**src/rtl/spi_reg_pkg.sv**
```systemverilog
// rtl/spi_reg_pkg.sv - shared types and constants for the SPI register bridge
package spi_reg_pkg;

    typedef enum logic [1:0] {
        ST_IDLE    = 2'd0,
        ST_WR_DATA = 2'd1,
        ST_RD_TURN = 2'd2,
        ST_RD_DATA = 2'd3
    } state_e;

    localparam int CMD_RD_BIT = 7;
    localparam int ADDR_W     = 7;

    localparam logic [7:0] DEF_STATUS_BYTE = 8'hA5;
    localparam logic [7:0] DEF_IDLE_FILL   = 8'hFF;

    // Register addresses wrap 7'h7F -> 7'h00 by plain 7-bit overflow.
    function automatic logic [ADDR_W-1:0] next_addr(input logic [ADDR_W-1:0] addr);
        return addr + ADDR_W'(1);
    endfunction

endpackage

```
**src/rtl/spi_reg_bridge_if.sv**
```systemverilog
// rtl/spi_reg_bridge_if.sv - byte stream and register bus bundle for spi_reg_bridge
interface spi_reg_bridge_if
    import spi_reg_pkg::*;
#(
    parameter int DATA_BYTES = 4
) ();

    logic                    i_RX_DV;
    logic [7:0]              i_RX_Byte;
    logic [7:0]              o_TX_Byte;
    logic [ADDR_W-1:0]       o_Addr;
    logic                    o_Wr_En;
    logic [8*DATA_BYTES-1:0] o_Wr_Data;
    logic                    o_Rd_Req;
    logic [8*DATA_BYTES-1:0] i_Rd_Data;
    logic                    i_Rd_Valid;
    logic                    o_Frame_Err;
    logic                    o_Busy;

    // Bridge side: consumes SPI bytes and read data, produces register strobes.
    modport slave (
        input  i_RX_DV, i_RX_Byte, i_Rd_Data, i_Rd_Valid,
        output o_TX_Byte, o_Addr, o_Wr_En, o_Wr_Data, o_Rd_Req, o_Frame_Err, o_Busy
    );

    // Environment side: SPI byte slave plus register file.
    modport master (
        output i_RX_DV, i_RX_Byte, i_Rd_Data, i_Rd_Valid,
        input  o_TX_Byte, o_Addr, o_Wr_En, o_Wr_Data, o_Rd_Req, o_Frame_Err, o_Busy
    );

endinterface

```
**src/rtl/spi_cs_sync.sv**
```systemverilog
// rtl/spi_cs_sync.sv - chip-select synchronizer with edge pulses
module spi_cs_sync (
    input  logic clk,
    input  logic rst_n,
    input  logic cs_pin,
    output logic cs_level,
    output logic cs_rise,
    output logic cs_fall
);

    logic sync1;
    logic sync2;
    logic prev;

    // Two-flop synchronizer followed by an edge-detect flop; all idle high (CS deasserted).
    always_ff @(posedge clk or negedge rst_n) begin
        if (!rst_n) begin
            sync1 <= 1'b1;
            sync2 <= 1'b1;
            prev  <= 1'b1;
        end else begin
            sync1 <= cs_pin;
            sync2 <= sync1;
            prev  <= sync2;
        end
    end

    assign cs_level = sync2;
    assign cs_rise  = sync2 & ~prev;
    assign cs_fall  = ~sync2 & prev;

endmodule

```
**src/rtl/spi_reg_bridge.sv**
```systemverilog
// rtl/spi_reg_bridge.sv - SPI command decoder and register-bus bridge
module spi_reg_bridge
    import spi_reg_pkg::*;
#(
    parameter int         DATA_BYTES  = 4,
    parameter logic [7:0] STATUS_BYTE = DEF_STATUS_BYTE,
    parameter logic [7:0] IDLE_FILL   = DEF_IDLE_FILL
) (
    input  logic              i_Clk,
    input  logic              i_Rst_L,
    input  logic              i_SPI_CS,
    spi_reg_bridge_if.slave   bus
);

    localparam int W  = 8 * DATA_BYTES;
    localparam int CW = (DATA_BYTES > 1) ? $clog2(DATA_BYTES) : 1;
    localparam logic [CW-1:0] LAST = CW'(DATA_BYTES - 1);

    localparam logic [1:0] IDLE    = ST_IDLE;
    localparam logic [1:0] WR_DATA = ST_WR_DATA;
    localparam logic [1:0] RD_TURN = ST_RD_TURN;
    localparam logic [1:0] RD_DATA = ST_RD_DATA;

    logic cs_level;
    logic cs_rise;
    logic cs_fall;

    spi_cs_sync u_cs_sync (
        .clk      (i_Clk),
        .rst_n    (i_Rst_L),
        .cs_pin   (i_SPI_CS),
        .cs_level (cs_level),
        .cs_rise  (cs_rise),
        .cs_fall  (cs_fall)
    );

    logic [1:0]        state,    state_n;
    logic [ADDR_W-1:0] addr,     addr_n;
    logic [CW-1:0]     cnt,      cnt_n;
    logic [W-1:0]      acc,      acc_n;
    logic [W-1:0]      wr_data,  wr_data_n;
    logic              wr_en,    wr_en_n;
    logic              rd_req,   rd_req_n;
    logic              err,      err_n;
    logic [7:0]        tx_byte,  tx_byte_n;
    logic [W-1:0]      tx_word,  tx_word_n;
    logic [W-1:0]      pf_data,  pf_data_n;
    logic              pf_valid, pf_valid_n;
    logic              xfer;
    logic              reading;

    // Next-state decode: byte handling first, then frame edges override so a byte
    // landing on the frame-end cycle still completes its write.
    always_comb begin
        state_n    = state;
        addr_n     = addr;
        cnt_n      = cnt;
        acc_n      = acc;
        wr_data_n  = wr_data;
        wr_en_n    = 1'b0;
        rd_req_n   = 1'b0;
        err_n      = 1'b0;
        tx_byte_n  = tx_byte;
        tx_word_n  = tx_word;
        pf_data_n  = pf_data;
        pf_valid_n = pf_valid;
        xfer       = 1'b0;
        reading    = (state == RD_TURN) || (state == RD_DATA);

        // The write strobe is presented with the word's own address; step afterwards.
        if (wr_en) begin
            addr_n = next_addr(addr);
        end

        // Read data is only captured while a read frame is open; late returns are dropped.
        if (bus.i_Rd_Valid && reading) begin
            pf_data_n  = bus.i_Rd_Data;
            pf_valid_n = 1'b1;
        end

        if (bus.i_RX_DV) begin
            case (state)
                IDLE: begin
                    addr_n     = bus.i_RX_Byte[ADDR_W-1:0];
                    cnt_n      = '0;
                    tx_byte_n  = IDLE_FILL;
                    pf_valid_n = 1'b0;
                    if (bus.i_RX_Byte[CMD_RD_BIT]) begin
                        state_n  = RD_TURN;
                        rd_req_n = 1'b1;
                    end else begin
                        state_n  = WR_DATA;
                    end
                end
                WR_DATA: begin
                    acc_n = (acc << 8) | W'(bus.i_RX_Byte);
                    if (cnt == LAST) begin
                        wr_en_n   = 1'b1;
                        wr_data_n = acc_n;
                        cnt_n     = '0;
                    end else begin
                        cnt_n = cnt + CW'(1);
                    end
                end
                RD_TURN: begin
                    xfer    = 1'b1;
                    state_n = RD_DATA;
                    cnt_n   = '0;
                end
                RD_DATA: begin
                    if (cnt == LAST) begin
                        xfer  = 1'b1;
                        cnt_n = '0;
                    end else begin
                        cnt_n     = cnt + CW'(1);
                        tx_word_n = tx_word << 8;
                        tx_byte_n = tx_word_n[W-1 -: 8];
                    end
                end
                default: state_n = IDLE;
            endcase
        end

        // Transfer point: move the prefetched word (or a same-cycle return) into
        // the shift register and request the following address.
        if (xfer) begin
            if (bus.i_Rd_Valid) begin
                tx_word_n = bus.i_Rd_Data;
            end else if (pf_valid) begin
                tx_word_n = pf_data;
            end else begin
                tx_word_n = {DATA_BYTES{IDLE_FILL}};
                err_n     = 1'b1;
            end
            tx_byte_n  = tx_word_n[W-1 -: 8];
            pf_valid_n = 1'b0;
            addr_n     = next_addr(addr);
            rd_req_n   = 1'b1;
        end

        // Either CS edge closes whatever was open; a half-built write word is an error.
        if (cs_rise || cs_fall) begin
            if ((state_n == WR_DATA) && (cnt_n != '0)) begin
                err_n = 1'b1;
            end
            state_n    = IDLE;
            cnt_n      = '0;
            pf_valid_n = 1'b0;
            rd_req_n   = 1'b0;
            tx_byte_n  = STATUS_BYTE;
        end
    end

    // State and output registers.
    always_ff @(posedge i_Clk or negedge i_Rst_L) begin
        if (!i_Rst_L) begin
            state    <= IDLE;
            addr     <= '0;
            cnt      <= '0;
            acc      <= '0;
            wr_data  <= '0;
            wr_en    <= 1'b0;
            rd_req   <= 1'b0;
            err      <= 1'b0;
            tx_byte  <= STATUS_BYTE;
            tx_word  <= '0;
            pf_data  <= '0;
            pf_valid <= 1'b0;
        end else begin
            state    <= state_n;
            addr     <= addr_n;
            cnt      <= cnt_n;
            acc      <= acc_n;
            wr_data  <= wr_data_n;
            wr_en    <= wr_en_n;
            rd_req   <= rd_req_n;
            err      <= err_n;
            tx_byte  <= tx_byte_n;
            tx_word  <= tx_word_n;
            pf_data  <= pf_data_n;
            pf_valid <= pf_valid_n;
        end
    end

    assign bus.o_TX_Byte   = tx_byte;
    assign bus.o_Addr      = addr;
    assign bus.o_Wr_En     = wr_en;
    assign bus.o_Wr_Data   = wr_data;
    assign bus.o_Rd_Req    = rd_req;
    assign bus.o_Frame_Err = err;
    assign bus.o_Busy      = ~cs_level;

endmodule
```
**src/flat_wrapper.sv**
```systemverilog
// flat-port wrapper written by rule: the top's interface ports become plain ports
module spi_reg_bridge_flat import spi_reg_pkg::*;
#(
    parameter int         DATA_BYTES  = 4,
    parameter logic [7:0] STATUS_BYTE = DEF_STATUS_BYTE,
    parameter logic [7:0] IDLE_FILL   = DEF_IDLE_FILL
)
  (i_Clk, i_Rst_L, i_SPI_CS, bus_i_RX_DV, bus_i_RX_Byte, bus_i_Rd_Data, bus_i_Rd_Valid, bus_o_TX_Byte, bus_o_Addr, bus_o_Wr_En, bus_o_Wr_Data, bus_o_Rd_Req, bus_o_Frame_Err, bus_o_Busy);
  spi_reg_bridge_if #(.DATA_BYTES(DATA_BYTES)) bus_i ();
  input  logic i_Clk;
  input  logic i_Rst_L;
  input  logic i_SPI_CS;
  input wire logic [$bits(bus_i.i_RX_DV)-1:0] bus_i_RX_DV;
  input wire logic [$bits(bus_i.i_RX_Byte)-1:0] bus_i_RX_Byte;
  input wire logic [$bits(bus_i.i_Rd_Data)-1:0] bus_i_Rd_Data;
  input wire logic [$bits(bus_i.i_Rd_Valid)-1:0] bus_i_Rd_Valid;
  output wire logic [$bits(bus_i.o_TX_Byte)-1:0] bus_o_TX_Byte;
  output wire logic [$bits(bus_i.o_Addr)-1:0] bus_o_Addr;
  output wire logic [$bits(bus_i.o_Wr_En)-1:0] bus_o_Wr_En;
  output wire logic [$bits(bus_i.o_Wr_Data)-1:0] bus_o_Wr_Data;
  output wire logic [$bits(bus_i.o_Rd_Req)-1:0] bus_o_Rd_Req;
  output wire logic [$bits(bus_i.o_Frame_Err)-1:0] bus_o_Frame_Err;
  output wire logic [$bits(bus_i.o_Busy)-1:0] bus_o_Busy;
  assign bus_i.i_RX_DV = bus_i_RX_DV;
  assign bus_i.i_RX_Byte = bus_i_RX_Byte;
  assign bus_i.i_Rd_Data = bus_i_Rd_Data;
  assign bus_i.i_Rd_Valid = bus_i_Rd_Valid;
  assign bus_o_TX_Byte = bus_i.o_TX_Byte;
  assign bus_o_Addr = bus_i.o_Addr;
  assign bus_o_Wr_En = bus_i.o_Wr_En;
  assign bus_o_Wr_Data = bus_i.o_Wr_Data;
  assign bus_o_Rd_Req = bus_i.o_Rd_Req;
  assign bus_o_Frame_Err = bus_i.o_Frame_Err;
  assign bus_o_Busy = bus_i.o_Busy;
  spi_reg_bridge #(.DATA_BYTES(DATA_BYTES), .STATUS_BYTE(STATUS_BYTE), .IDLE_FILL(IDLE_FILL)) u_core (.i_Clk(i_Clk), .i_Rst_L(i_Rst_L), .i_SPI_CS(i_SPI_CS), .bus(bus_i));
endmodule
```
**config.mk**
```make
export PLATFORM = sky130hd
export DESIGN_NAME = spi_reg_bridge_flat
export DESIGN_NICKNAME = d
export VERILOG_FILES = /design/src/rtl/spi_reg_pkg.sv /design/src/rtl/spi_reg_bridge_if.sv /design/src/rtl/spi_cs_sync.sv /design/src/rtl/spi_reg_bridge.sv /design/src/flat_wrapper.sv
export SDC_FILE = /design/constraint.sdc
export NUM_CORES = 1
export LEC_CHECK = 0
export BUFFER_PORTS_ARGS = -buffer_cell sky130_fd_sc_hd__buf_2
export CAP_MARGIN = 25
export CORE_MARGIN = 8
export CORE_UTILIZATION = 50
export DETAILED_ROUTE_END_ITERATION = 16
export PLACE_DENSITY = 0.84
export SETUP_SLACK_MARGIN = 0.1
export SYNTH_ARGS = -nofsm -noshare
export SYNTH_HDL_FRONTEND = slang
export SYNTH_SLANG_ARGS = --single-unit
```
**constraint.sdc**
```tcl
create_clock -name i_Clk -period 3.26 [get_ports i_Clk]
set_input_delay 0.652 -clock i_Clk [delete_from_list [all_inputs] [get_ports i_Clk]]
set_output_delay 0.652 -clock i_Clk [all_outputs]
set_load 0.01 [all_outputs]
```
==> flow_summary.json, run 1 <==
{
  "outcome": "finished, final reports clean",
  "synth_edf_count": 0,
  "cap_violations": 0,
  "multi_input_area_sq_mm": 0.002196,
  "arrival_ps": 2320,
  "worstRegToRegCells": 5,
  "n_antenna_cell": 0,
  "dieHeight_um": 123.9,
  "synth_mux_area_share_pct": 17.71,
  "crit_path_cell_trace": "nor2b_2 -> nor2_1 -> buf_4 -> or3_1 -> a32o_1",
  "post_cts_resized": 0,
  "gr-total-overflow": 0,
  "fin_crit_ps": 2021,
  "period_share_pct": 61.98,
  "path_class": "reg -> reg",
  "cts_setup_buffers": 0,
  "leakage_nw": 3.361,
  "ys_seq_elements": 138,
  "synthDistinctLibCells": 50,
  "setup_violations": 0,
  "slew_viol_final": 0,
  "syn-cell-area_sq_mm": 0.005822,
  "grt_start_max_net_pins": 69,
  "route.met3.wl_um": 1034,
  "synth_top_family_by_area": "multiplexers",
  "grt_antenna_before_repair": 0,
  "yosys_warnings": 0,
  "syn_area_per_cell_sq_um": 12.80,
  "clock_latency_ps": 410,
  "fmax_ghz": 0.4949,
  "yosys.area_share.simple_pct": 7.501,
  "drtIter0Drc": 305,
  "cts_made_buffers": 17,
  "peakVddDrop_v": 0.0006277,
  "coreArea_sq_mm": 0.01137,
  "most-common-layout-cells": "dfrtp_1 (131), buf_2 (94), mux2_2 (78)",
  "grt_pass1_wl_um": 21570,
  "routed_wl_um": 13120,
  "worst_ep_required_time_ps": 3560,
  "die_x_um": 123.9,
  "yosys.area_share.adder_pct": 0.6447,
  "cts_tree": "yes",
  "max_stage_delay_ps": 640,
  "cts-root-buf": "clkbuf_16",
  "cts.clk_slew.worst_paths_ps": 50,
  "nFillCells": 852,
  "dp.final_hpwl_um": 8959,
  "drc": 0,
  "synth_xor_area_share_pct": 0.3009,
  "critPathLaunchType": "flip-flop",
  "num_rows": 39,
  "grt_use_total_pct": 18.13,
  "seq_area_sq_mm": 0.003462,
  "powerDensity_mw_per_mm2": 734.4,
  "routedWlPerCell_um": 18.61,
  "final_antenna_net_count": 0,
  "io-pin-count": 96,
  "avgViaCountPerCell": 5.803,
  "synthToLayoutAreaGrowth_pct": 20.65,
  "met2_length_um": 6464,
  "synth.yosys.seq_area_share_pct": 59.47,
  "start_util_pct": 51.21,
  "relSlewSlack_pct": 35.27,
  "crit_fanout": 25,
  "post-route-util_pct": 61.78,
  "fin_worst_skew_ps": 4.243,
  "cts.hold.buffers_added": 0,
  "synth_compound_area_share_pct": 11.56,
  "worst_slew_pin_slew_ps": 969.9,
  "fin_setup_tns_ps": 0,
  "hold_viol": 0,
  "crit_path_end_kind": "flip-flop",
  "wirelength_met1_um": 5380,
  "syn_nets": 503,
  "layout_commonest_cell": "dfrtp_1",
  "drtPass1Iterations": 5,
  "fp.dieArea_sq_mm": 0.01535,
  "ys.flop_type": "dfrtp_1",
  "routed.top_layer": "met4",
  "grt_pass1_vias": 4331,
  "htreeDepth": 4,
  "syn_inst": 455,
  "gp_congestion": 0.7965,
  "grt_setup_unrepaired": "no",
  "max-clock-path-buffers": 2,
  "detailroute.via_count": 4091,
  "port_buffers": 95,
  "nets": 598,
  "ys_async_sr_fraction_pct": 100.0,
  "min_path_type": "in -> async",
  "slowest_stage": "dfrtp_1",
  "cts_sinks": 138,
  "drive_above_1_share_pct": 39.86
}
-- per-stage QoR --
stage,total power [mW],cells,setup WS (ps),hold WS (ps),instance area [sq um]
finish,5.159,705,1239,244.7,7024
CTS,5.195,704,888.3,258.1,7004
global route,5.406,705,1150,285.4,7024
detailed placement,3.303,673,721.9,347.9,6422
global placement,3.208,672,808.8,346.9,6395
floorplan,2.991,455,1632,345.2,5822
-- cell usage after synthesis, types with 6 or more instances --
cell type / count / area (sq um)
dfstp_2: 7 / 183.9
dfrtp_1: 131 / 3278
mux2_1: 10 / 112.6
buf_2: 11 / 55.05
nand2_1: 32 / 120.1
a31oi_1: 16 / 100.1
or3_1: 6 / 37.54
o21ai_0: 11 / 55.05
clkbuf_1: 10 / 37.54
a21oi_1: 8 / 40.04
mux2_2: 78 / 878.3
o221ai_1: 16 / 140.1
o22ai_1: 16 / 100.1
nor2_1: 30 / 112.6
-- registers in the layout (all words and copies together), names as in the netlist, 2 cells and up --
| signal | cells |
|---|---|
| u_core.acc | 24 |
| u_core.bus.o_Addr | 7 |
| u_core.bus.o_TX_Byte | 8 |
| u_core.bus.o_Wr_Data | 32 |
| u_core.cnt | 2 |
| u_core.pf_data | 32 |
| u_core.state | 2 |
| u_core.tx_word | 24 |
-- cell type report --
| cell class | count | area share, % |
|---|---|---|
| tap | 143 | 2.547 |
| multi-input combinational | 284 | 31.26 |
| inverter | 6 | 0.3206 |
| clock inverter | 7 | 1.283 |
| timing repair buffer | 103 | 8.301 |
| sequential | 138 | 49.29 |
| clock buffer | 24 | 7.000 |
-- critical path: cells and delay by family, from the launching register on --
kind	cells	cell delay [ps]
compound gates	1	250
buf+inv	1	230
flops	1	640
simple gates	3	790
-- cell families after synthesis --
| logic type | after synthesis |
|---|---|
| simple gates | 92 |
| mux | 92 |
| xor+xnor | 2 |
| compound gates | 95 |
| buf+inv | 33 |
| fa+ha+maj | 3 |
| flops | 138 |
-- where the power goes --
part | switching, mW | leakage, nW | internal, mW
combinational | 0.387 | 1.37 | 0.431
clock | 0.673 | 0.282 | 1.20
sequential | 0.295 | 1.70 | 2.18
-- metal layers --
| layer | up-vias | global-route usage (%) |
|---|---|---|
| met1 | 2056 | 22.01 |
| met3 | 21 | 5.304 |
| met2 | 144 | 29.65 |
| met4 | 0 | 7.807 |
| met5 | - | 0 |
| li1 | 1870 | - |
-- worst paths after layout --
check                                                      end                              from  slack (ps)
max in group asynchronous      u_core.u_cs_sync.prev$_DFF_PN1_                           i_Rst_L        2220
hold reg to reg            u_core.u_cs_sync.cs_level$_DFF_PN1_  u_core.u_cs_sync.sync1$_DFF_PN1_         350
setup reg to reg           u_core.bus.o_TX_Byte[4]$_DFFE_PN0P_         u_core.state[0]$_DFF_PN0_        1240
hold / removal                      u_core.acc[17]$_DFFE_PN0P_                           i_Rst_L         240
min in group i_Clk            u_core.u_cs_sync.sync1$_DFF_PN1_                          i_SPI_CS         330
setup / recovery           u_core.bus.o_TX_Byte[4]$_DFFE_PN0P_         u_core.state[0]$_DFF_PN0_        1240
(Power assumes the default switching activity.)
==> inputs of run 2 (changes only) <==
Settings changed: ABC_AREA set to 1.
Clock period 3.26 ns to 1.9 ns, I/O delays scaled along.
==> run 2 against run 1 <==
  * Highest routed layer unchanged
  * Final area increased by 5.4%
  * Critical endpoint is now u_core.bus.o_TX_Byte[6]$_DFFE_PN0P_
  * Critical path type unchanged
  * Clock power up 71%
  * Cell count up 35%
  * Combinational power grew 85%
==> flow_summary.json, run 2 <==
{
  "dp_slack_ps": 175.9,
  "hp-start": "i_SPI_CS",
  "r2r-start": "u_core.cnt[0]$_DFF_PN0_",
  "timing.critical_path.mode_cell": "nand2_1",
  "slew_viol_final": 0,
  "finalNonFillerCells": 954,
  "fmax_ghz": 0.6027,
  "post_cts_resized": 0,
  "cap_violations": 0,
  "fin_setup_tns_ps": 0,
  "arrival_ps": 1970,
  "cts_tree": "yes",
  "whs_ps": 61.77,
  "final_antenna_net_count": 0,
  "clock_latency_ps": 420,
  "nFillCells": 954,
  "synthDistinctLibCells": 31,
  "synthToLayoutAreaGrowth_pct": 21.34,
  "routed_wl_um": 14360,
  "synth_compound_area_share_pct": 15.01,
  "path_buf_inv": 1,
  "fp.dieArea_sq_mm": 0.01600,
  "period_share_pct": 87.33,
  "crit_path_cell_trace": "ha_1 -> inv_1 -> nand2_1 -> nand2_4 -> o21ai_4 -> nor2_4 -> nor2_4 -> nand2_1 -> nand2_1",
  "grt_pass1_wl_um": 24190,
  "leakage_nw": 3.790,
  "yosys_warnings": 0,
  "synth.yosys.seq_area_share_pct": 56.72,
  "synth_mux_area_share_pct": 2.706,
  "critPathLaunch": "u_core.cnt[0]$_DFF_PN0_",
  "drive_above_1_share_pct": 22.43,
  "path_class": "reg -> reg",
  "powerDensity_mw_per_mm2": 1187,
  "crit_path_end_kind": "flip-flop",
  "synthTopCellsByCount": "nand2_1 (184), dfrtp_1 (131), o21ai_0 (82)",
  "dieHeight_um": 126.5,
  "fin_worst_skew_ps": 8.594,
  "htreeDepth": 4,
  "layout_commonest_cell": "nand2_1",
  "start_util_pct": 51.03,
  "crit_family": "simple AND/OR/NAND/NOR gates",
  "routedWlPerCell_um": 15.06,
  "die_x_um": 126.5,
  "fin_crit_ps": 1659,
  "setup_slack_ps": 240.7,
  "yosys.area.top_type": "dfrtp_1",
  "min_path_type": "in -> reg",
  "hold_viol": 0,
  "gp_congestion": 0.8718,
  "avgViaCountPerCell": 5.246,
  "peakVddDrop_v": 0.0006696,
  "post-place-cells": 917,
  "stdcell_area_sq_mm": 0.007406,
  "ys_async_sr_fraction_pct": 100.0,
  "max-clock-path-buffers": 2,
  "setup_violations": 0,
  "synth_edf_count": 0,
  "num_rows": 40,
  "cts.clk_slew.worst_paths_ps": 50,
  "worst_ep_required_time_ps": 2210,
  "cts_sinks": 138,
  "post-route-util_pct": 61.91,
  "nets": 843,
  "syn_inst": 689,
  "grt_pass1_vias": 4900,
  "grt_antenna_before_repair": 0,
  "synth_xor_area_share_pct": 0.5740,
  "crit_fanout": 18,
  "outcome": "finished, final reports clean",
  "cts_made_buffers": 17,
  "syn-cell-area_sq_mm": 0.006103,
  "relSlewSlack_pct": 61.52,
  "syn_nets": 737,
  "io-pin-count": 96,
  "coreArea_sq_mm": 0.01196,
  "rrSetupSlack_ps": 240,
  "grt_use_total_pct": 18.84,
  "gr-total-overflow": 0,
  "most-common-layout-cells": "nand2_1 (184), dfrtp_1 (131), buf_2 (94)",
  "drtPass1Iterations": 7,
  "worst_slew_pin_slew_ps": 575.0,
  "cts-root-buf": "clkbuf_16",
  "n_antenna_cell": 0,
  "critPathLaunchType": "flip-flop",
  "grt_start_max_net_pins": 49,
  "drc": 0,
  "ys.flop_type": "dfrtp_1",
  "yosysMostFrequentCell": "nand2_1",
  "grt_setup_unrepaired": "no",
  "slowest_stage": "dfrtp_1",
  "dp.final_hpwl_um": 10040,
  "yosysTopAreaCellShare_pct": 53.71,
  "yosys.area_share.adder_pct": 0.6150,
  "synth_top_family_by_area": "simple AND/OR/NAND/NOR gates",
  "ys_seq_elements": 138,
  "place_area_sq_mm": 0.006782,
  "port_buffers": 95,
  "detailroute.via_count": 5005,
  "max_stage_delay_ps": 410,
  "yosys.area_share.simple_pct": 16.42,
  "synth.area.top_cells": "dfrtp_1 (54%), nand2_1 (11%), o21ai_0 (6.7%)",
  "syn_area_per_cell_sq_um": 8.858,
  "drtIter0Drc": 433,
  "p_total_mw": 8.789
}
## run 2: changes by cell type after synthesis, sizes merged, moves of 23 or more
cell | previous run | this run
nand2 | 33 | 187
a21oi | 9 | 42
o21ai | 13 | 95
nand3 | 4 | 27
mux2 | 88 | 13
inv | 6 | 80
## run 2: worst paths after layout
kind	to	depth (start not counted)
setup reg to reg	u_core.bus.o_TX_Byte[6]$_DFFE_PN0P_	9
min in group asynchronous	u_core.bus.o_Rd_Req$_DFF_PN0_	2
hold / removal	u_core.u_cs_sync.sync1$_DFF_PN1_	1
hold reg to reg	u_core.u_cs_sync.cs_level$_DFF_PN1_	0
setup / recovery	u_core.bus.o_TX_Byte[6]$_DFFE_PN0P_	9
max in group asynchronous	u_core.bus.o_TX_Byte[0]$_DFFE_PN1P_	3
## run 2: cells by family after synthesis
family	Yosys count
XOR/XNOR	4
flip-flops	138
AO/OA/AOI/OAI	167
AND/OR/NAND/NOR	248
buffers and inverters	116
multiplexers	13
adder cells (fa/ha/maj)	3
## run 2: layer usage
metal	global-route usage, %	wire, um	vias up
met3	5.237	884	28
met2	29.50	6734	183
met4	8.422	342	0
met5	0	0	-
met1	23.93	6403	2356
li1	-	-	2438
## run 2: power breakdown
| group | switching (mW) | leakage (nW) | internal (mW) |
|---|---|---|---|
| Combinational | 0.903 | 1.80 | 0.605 |
| Clock | 1.21 | 0.284 | 2.00 |
| Sequential | 0.428 | 1.71 | 3.65 |
| Total | 2.54 | 3.79 | 6.25 |
## run 2: area by class of cell
| type | instances | area (sq um) | share of cell area, % |
|---|---|---|---|
| well taps | 147 | 183.9 | 2.484 |
| multi-input cells | 436 | 2162 | 29.19 |
| repair buffers | 120 | 709.4 | 9.579 |
| flip-flops and latches | 138 | 3462 | 46.75 |
| inverters | 82 | 310.3 | 4.190 |
| clock buffers | 21 | 460.4 | 6.217 |
| clock inverters | 10 | 117.6 | 1.588 |
## run 2: what timing repair did
item                       4_1_cts  5_1_grt
setup endpoints to repair        0       12
hold endpoints to repair        42        0
buffers inserted                 0        4
hold buffers                     1        0
## run 2: worst register-to-register path, stage by stage (launching register included)
cell and delay, ps:
dfrtp_1 410, ha_1 230, inv_1 60, nand2_1 100
nand2_4 150, o21ai_4 190, nor2_4 250, nor2_4 60
nand2_1 60, nand2_1 50
==> inputs of run 3 (changes only) <==
Clock period 1.9 ns to 1.6 ns, I/O delays scaled along.
==> run 3 against run 2 <==
  * Sequential power rose by 20%
  * Die area did not move
  * Clock power rose by 26%
  * Hold slack improved by 82 ps
  * Wire length rose by 12%
  * Cell count rose by 0.73%
  * Final area rose by 4.1%
  * Power rose by 23%
  * Sequential share of layout area fell by 1.8 points
==> flow_summary.json, run 3 (synthesis gave the netlist of run 2 again) <==
{
  "outcome": "finished, final reports clean",
  "peakVddDrop_v": 0.0009830,
  "clock_latency_ps": 420,
  "finalNonFillerCells": 961,
  "fin_worst_skew_ps": 9.944,
  "grt_pass1_vias": 5014,
  "fin_setup_tns_ps": 0,
  "cts_made_buffers": 17,
  "grt_antenna_before_repair": 0,
  "grt_setup_unrepaired": "yes",
  "drive_above_1_share_pct": 25.43,
  "hold_viol": 0,
  "nets": 849,
  "swShare_pct": 28.94,
  "place_area_sq_mm": 0.006847,
  "drtIter0Drc": 558,
  "max-clock-path-buffers": 2,
  "final_antenna_net_count": 0,
  "worst_slew_pin_slew_ps": 352.3,
  "fin_crit_ps": 1556,
  "comb_power_share_pct": 17.8,
  "num_rows": 40,
  "period_share_pct": 97.24,
  "arrival_ps": 1870,
  "die_x_um": 126.5,
  "drtPass1Iterations": 5,
  "routed_wl_um": 16070,
  "path_class": "reg -> reg",
  "gp_congestion": 0.8312,
  "stdcell_area_sq_mm": 0.007706,
  "avgViaCountPerCell": 5.443,
  "cap_violations": 0,
  "coreArea_sq_mm": 0.01196,
  "detailroute.via_count": 5231,
  "dieHeight_um": 126.5,
  "htreeDepth": 4,
  "gr-total-overflow": 0,
  "cts-root-buf": "clkbuf_16",
  "cts_sinks": 138,
  "crit_path_end_kind": "flip-flop",
  "p_clk_share_pct": 37.1,
  "grt_use_total_pct": 19.51,
  "setup_violations": 0,
  "routedWlPerCell_um": 16.72,
  "post-place-cells": 919,
  "dp.final_hpwl_um": 10340,
  "cts_tree": "yes",
  "n_antenna_cell": 0,
  "worst_ep_required_time_ps": 1910,
  "synthToLayoutAreaGrowth_pct": 26.26,
  "io-pin-count": 96,
  "critPathLaunchType": "flip-flop",
  "powerDensity_mw_per_mm2": 1406,
  "leakage_nw": 3.896,
  "min_path_type": "in -> reg",
  "start_util_pct": 51.03,
  "fmax_ghz": 0.6427,
  "grt_pass1_wl_um": 24800,
  "port_buffers": 95,
  "drc": 0,
  "grt_start_max_net_pins": 44,
  "cts.clk_slew.worst_paths_ps": 60,
  "fp.dieArea_sq_mm": 0.01600,
  "p_sw_mw": 3.136,
  "most-common-layout-cells": "nand2_1 (182), dfrtp_1 (128), buf_2 (93)",
  "slew_viol_final": 0,
  "power.internal_mw": 7.700,
  "relSlewSlack_pct": 76.51,
  "layout_commonest_cell": "nand2_1",
  "seqPwrFrac_pct": 45.1,
  "crit_fanout": 16
}
## run 3: cell types whose count changed in the layout (fill, tap and decap cells not counted), moves of 3 or more
cell     before  now
nand3_2       0    3
dfrtp_2       0    3
buf_12        3    8
inv_2         2    5
buf_4        21   16
nor2_2        2    6
inv_1        78   74
dfrtp_1     131  128
nand3_1      27   24
nor2_1       29   25
## run 3: layout make-up
| type | instances | area [sq um] |
|---|---|---|
| clock buffer | 22 | 474.2 |
| timing repair buffer | 125 | 880.8 |
| tap | 147 | 183.9 |
| clock inverter | 10 | 140.1 |
| inverter | 82 | 315.3 |
| multi-input combinational | 436 | 2238 |
| fill | 888 | 4255 |
| timing repair inverter | 1 | 7.507 |
| sequential | 138 | 3466 |
## run 3: power by group through the flow
stage	Clock [mW]	Sequential (mW)	Combinational, mW
floorplan	0	4.79	1.16
global placement	0	4.85	1.72
detailed placement	0	4.89	1.78
CTS	4.04	4.84	1.84
global route	4.23	4.97	2.18
finish	4.02	4.89	1.92
## run 3: timing repair
| action | 4_1_cts | 5_1_grt |
|---|---|---|
| hold buffers | 2 | 0 |
| endpoints found under the hold margin | 28 | 0 |
| gates cloned | 2 | 3 |
| pin swaps | 2 | 5 |
| resized for setup | 2 | 31 |
| setup endpoints to repair | 24 | 71 |
| setup buffers | 1 | 2 |
## run 3: routing by layer
| metal | vias up | track usage, % | part of all wire (%) |
|---|---|---|---|
| li1 | 2460 | - | - |
| met1 | 2504 | 23.66 | 41 |
| met2 | 237 | 32.14 | 50 |
| met3 | 30 | 5.320 | 7.2 |
| met4 | 0 | 8.280 | 1.8 |
| met5 | - | 0 | 0 |
## run 3: metrics by stage
step           power, mW  util (%)  hold WS, ps  worst slack (ps)
2_1_floorplan      5.953         -        24.41             113.2
3_3_place_gp       6.568     57.24        243.2             67.82
3_5_place_dp       6.675     57.24        238.6             9.933
4_1_cts            10.72     62.98        131.6             87.19
5_1_grt            11.38     64.42        139.9            -44.72
6_report           10.84     64.42        144.3             44.10
## run 3: final timing paths
path	startpoint	end	slack, ps	cells past startpoint
worst max-delay path	u_core.cnt[0]$_DFF_PN0_	u_core.bus.o_TX_Byte[4]$_DFFE_PN0P_	40	11
max in group asynchronous	i_Rst_L	u_core.bus.o_Wr_Data[17]$_DFFE_PN0P_	670	3
worst max register to register	u_core.cnt[0]$_DFF_PN0_	u_core.bus.o_TX_Byte[4]$_DFFE_PN0P_	40	11
min in group asynchronous	i_Rst_L	u_core.bus.o_Frame_Err$_DFF_PN0_	360	2
worst min register to register	u_core.u_cs_sync.sync1$_DFF_PN1_	u_core.u_cs_sync.cs_level$_DFF_PN1_	360	0
worst min-delay path	bus_i_Rd_Data[3]	u_core.pf_data[3]$_DFFE_PN0P_	140	2
## run 3: critical path, cell delays in order, from the launching register on
cell and delay, ps:
dfrtp_2 410, ha_4 170, inv_2 40, nand2_2 120, nand2_8 110, inv_4 100, buf_12 150, nand2_1 80
nand2_1 80, inv_1 50, nand2_1 80, nand2_1 50
